--- config.mk ---
export PLATFORM = sky130hd
export DESIGN_NAME = mux2_stream_arbiter
export DESIGN_NICKNAME = d
export VERILOG_FILES = /design/src/rtl/mux2_stream_arbiter.sv
export SDC_FILE = /design/constraint.sdc
export NUM_CORES = 1
export LEC_CHECK = 0
export BUFFER_PORTS_ARGS = -buffer_cell sky130_fd_sc_hd__buf_2
export CAP_MARGIN = 40
export CORE_MARGIN = 2
export CORE_UTILIZATION = 39
export DETAILED_ROUTE_END_ITERATION = 10
export GPL_ROUTABILITY_DRIVEN = 0
export PLACE_DENSITY = 0.79
export SYNTH_ARGS = -nofsm -noshare
export SYNTH_HDL_FRONTEND = slang
export SYNTH_SLANG_ARGS = --single-unit
export TNS_END_PERCENT = 20
--- constraint.sdc ---
create_clock -name clk -period 1.47 [get_ports clk]
set_clock_uncertainty 0.1 [all_clocks]
set_input_delay 0.2205 -clock clk [delete_from_list [all_inputs] [get_ports clk]]
set_output_delay 0.2205 -clock clk [all_outputs]
set_load 0.03 [all_outputs]
--- src/rtl/mux2_stream_arbiter.sv ---
// rtl/mux2_stream_arbiter.sv - bounded-burst round-robin 2:1 stream arbiter with registered output slot
module mux2_stream_arbiter #(
   parameter int WIDTH     = 8,
   parameter int MAX_BURST = 2
) (
   input  logic             clk,
   input  logic             rst_n,
   input  logic [WIDTH-1:0] a_data,
   input  logic             a_valid,
   output logic             a_ready,
   input  logic [WIDTH-1:0] b_data,
   input  logic             b_valid,
   output logic             b_ready,
   output logic             sel,
   output logic [WIDTH-1:0] y_data,
   output logic             y_valid,
   input  logic             y_ready
);

   localparam int            CW        = $clog2(MAX_BURST + 1);
   localparam logic [CW-1:0] BURST_MAX = CW'(MAX_BURST);
   localparam logic [CW-1:0] BURST_ONE = CW'(1);

   logic [WIDTH-1:0] y_data_q, y_data_d;
   logic             y_valid_q, y_valid_d;
   logic             last_sel_q, last_sel_d;
   logic [CW-1:0]    burst_cnt_q, burst_cnt_d;

   logic             load;
   logic             grant_vld;
   logic             grant_sel;

   // Grant decision: only when the output slot can take a word; gated off while in reset
   always_comb begin
      load      = !y_valid_q || y_ready;
      grant_vld = 1'b0;
      grant_sel = last_sel_q;
      if (rst_n && load) begin
         if (a_valid && b_valid) begin
            grant_vld = 1'b1;
            grant_sel = (burst_cnt_q < BURST_MAX) ? last_sel_q : !last_sel_q;
         end else if (a_valid) begin
            grant_vld = 1'b1;
            grant_sel = 1'b0;
         end else if (b_valid) begin
            grant_vld = 1'b1;
            grant_sel = 1'b1;
         end
      end
   end

   // Handshakes and mux select; sel falls back to last_sel so the mux stays put when idle
   always_comb begin
      a_ready = grant_vld && !grant_sel;
      b_ready = grant_vld &&  grant_sel;
      sel     = grant_sel;
      y_data  = y_data_q;
      y_valid = y_valid_q;
   end

   // Next-state: capture granted word and advance burst tracking, or drain the slot
   always_comb begin
      y_data_d    = y_data_q;
      y_valid_d   = y_valid_q;
      last_sel_d  = last_sel_q;
      burst_cnt_d = burst_cnt_q;
      if (grant_vld) begin
         y_data_d   = grant_sel ? b_data : a_data;
         y_valid_d  = 1'b1;
         last_sel_d = grant_sel;
         if (grant_sel == last_sel_q) begin
            burst_cnt_d = (burst_cnt_q == BURST_MAX) ? burst_cnt_q : burst_cnt_q + BURST_ONE;
         end else begin
            burst_cnt_d = BURST_ONE;
         end
      end else if (y_ready) begin
         y_valid_d = 1'b0;
      end
   end

   // State registers; asynchronous reset drops any in-flight word immediately
   always_ff @(posedge clk or negedge rst_n) begin
      if (!rst_n) begin
         y_data_q    <= '0;
         y_valid_q   <= 1'b0;
         last_sel_q  <= 1'b0;
         burst_cnt_q <= '0;
      end else begin
         y_data_q    <= y_data_d;
         y_valid_q   <= y_valid_d;
         last_sel_q  <= last_sel_d;
         burst_cnt_q <= burst_cnt_d;
      end
   end

endmodule

==> metrics.csv <==
metric;value;unit
p_int;1059;µW
ir_drop;0.9201;mV
drt_first_iter_violations;3;
synth-seq-cells;12;
worst_r2r_endpoint;y_data[5];
yosysWarnings;0;
reg2regPathDepth;6;
routed_via_density;5.467;
worstPathRequired;1.15;ns
vias;667;
p_comb_share;54.3;%
worstReg2RegStart;burst_cnt_q[1];
final_util;69.13;%
layout.cells.non_filler;122;
crit_buf_inv;1;
mostFrequentLayoutCells;buf_2 (29), dfrtp_1 (10), buf_4 (10);
leakage;0.0005451;µW
seq_area_frac_synth;46.78;%
cts_tree;yes;
p_per_area;1664;nW/µm²
cts_buffers;3;
drive_gt1_share;66.98;%
slew_headroom;68.50;%
tightest_slew;0.4711;ns
dieHeight;44.57;µm
layout_commonest_cell;buf_2;
hold_violations;0;
drc_errors;0;
drv_cap;0;
avgSynthCellArea;11.67;µm²
clk_path_buf_depth;2;
antenna_cells;0;
grt_max_degree;12;
period_share;114.0;%
critPathKind;reg -> out;
initial_core_util;42.12;%
critPathLaunchType;register;
tns;-1.728;ns
io_buffers;32;
clockPowerShare;15.4;%
grt_pass1_wl;3.015;mm
cp_top_family;flip-flops;
min_delay_path_depth;2;
wire_per_inst;14.09;µm
crit_slowest_cell;dfrtp_1;
arrival;1.36;ns
grt_antenna_before_repair;0;
fmax;596.7;MHz
netlist_instances;55;
p_sw_share;39.56;%
cts_sinks;12;
slew_viol_final;0;
syn-cell-area;641.9;µm²
drtAntennaViolNets;0;
hold_path.startpoint;b_data[2];
use_met2;37.39;%
path_max_fanout;4;
drt_wl_total;1.719;mm
cp-end-kind;primary output;
std_cell_rows;14;
violations;setup timing;
use_met3;2.449;%
h-tree-depth;1;
firstDrtPassIters;4;
crit_path_cell_trace;and2b_1 > nand4_1 > o211ai_1 > buf_4;
setup_violations;14;
dp.cells;108;
clk_latency;0.27;ns
io_pins;33;
cts-root-buf;clkbuf_4;
grt_pass1_vias;698;
design.core.area;1524;µm²
min_to;y_data[2];
hp-class;in -> reg;
status;finished, violations left;
clk_pin_slew;0.08;ns
synth_cell_types;23;
r2r_slack;-0.15;ns
timing.final.ws_setup;-0.2058;ns
syn_to_final_growth;64.13;%
track_usage;21.20;%
syn-num-nets;77;
nFillCells;121;
place_ws;-0.02234;ns
finalNetCount;129;
hold_slack;0.07102;ns
slowest_delay;0.44;ns
fp.dieArea;1986;µm²
rsz0062_at_grt;yes;
hpwlAfterDp;1.208;mm
pwr-share-seq;30.2;%
met1_usage;25.71;%
power.switching;693.4;µW
die_x;44.57;µm
grt-ovfl-total;0;
finalCriticalPeriod;1.676;ns
grt-busiest-layer;met2;
worst max path at each step:
| stage | slack (ns) | depth (start not counted) | start | endpoint |
|---|---|---|---|---|
| after floorplan | 0.002 | 5 | y_valid | y_data[0] |
| after global placement | -0.005 | 4 | y_valid | y_data[7] |
| after detailed placement | -0.02 | 4 | y_valid | y_data[0] |
| after CTS | -0.20 | 5 | burst_cnt_q[1] | sel |
| after global routing | -0.30 | 4 | last_sel_q | sel |
| final | -0.21 | 4 | last_sel_q | sel |
Yosys cell counts:
master	count	share of area, %
dfrtp_1	12	47
clkbuf_4	1	1.2
nand3_1	2	1.6
nand2b_2	3	4.1
o211ai_2	1	1.9
nand2_1	3	1.8
nor2_2	1	0.98
nor3_2	1	1.6
a21oi_2	1	1.4
nand4_1	1	0.98
ha_1	1	1.9
a22o_1	1	1.4
mux2i_1	1	1.6
inv_1	3	1.8
a221o_1	8	12
a32o_1	1	1.6
and2_2	7	8.2
xnor2_1	1	1.4
nor2b_2	1	1.4
and2_1	1	0.98
o21bai_2	1	1.8
o211ai_1	2	2.3
and2b_1	1	1.2
sequential cells by signal (all words and copies together) (netlist names):
| register | cells |
|---|---|
| y_data | 8 |
| burst_cnt_q | 2 |
| last_sel_q | 1 |
| y_valid | 1 |
area by class of cell:
cell class                      instances  area (µm²)  area share (%)
Timing Repair Buffer                   48       329.1           31.24
Multi-Input combinational cell         39       354.1           33.61
Tap cell                               16       20.02           1.900
Sequential cell                        12       302.8           28.74
Clock buffer                            4       36.28           3.444
Inverter                                3       11.26           1.069
power groups by stage:
stage                     sequential, µW  clock (µW)  combinational [µW]
after detailed placement             531           0                 845
final                                530         271                 952
after floorplan                      687           0                 414
after CTS                            528         276                 949
after global routing                 547         288                1030
after global placement               523           0                 828
cell families (layout without fill, tap and decap cells):
logic type | count (synthesis) | after routing | synth area share, %
simple gates | 21 | 21 | 22.62
buf+inv | 4 | 55 | 2.924
xor+xnor | 1 | 1 | 1.365
fa+ha+maj | 1 | 1 | 1.949
compound gates | 15 | 15 | 22.81
mux | 1 | 1 | 1.560
flops | 12 | 12 | 46.78
through the flow:
step                      power [µW]  cell area, µm²
after detailed placement        1377           898.4
after floorplan                 1100           674.4
after global placement          1351           898.4
final                           1753            1054
after global routing            1869            1054
after CTS                       1753            1051
per-layer routing:
layer,up-vias,wire (µm)
li1,313,-
met1,327,695
met2,25,932
met3,2,81
met4,0,10
met5,-,0
timing repair:
| item | 4_1_cts | 5_1_grt |
|---|---|---|
| pin swaps | 5 | 2 |
| endpoints found under the hold margin | 12 | 0 |
| hold buffers | 1 | 0 |
| setup buffers | 9 | 0 |
| setup endpoints to repair | 13 | 14 |
| gates resized for setup | 11 | 2 |
Power figures use the tool's default switching activity.
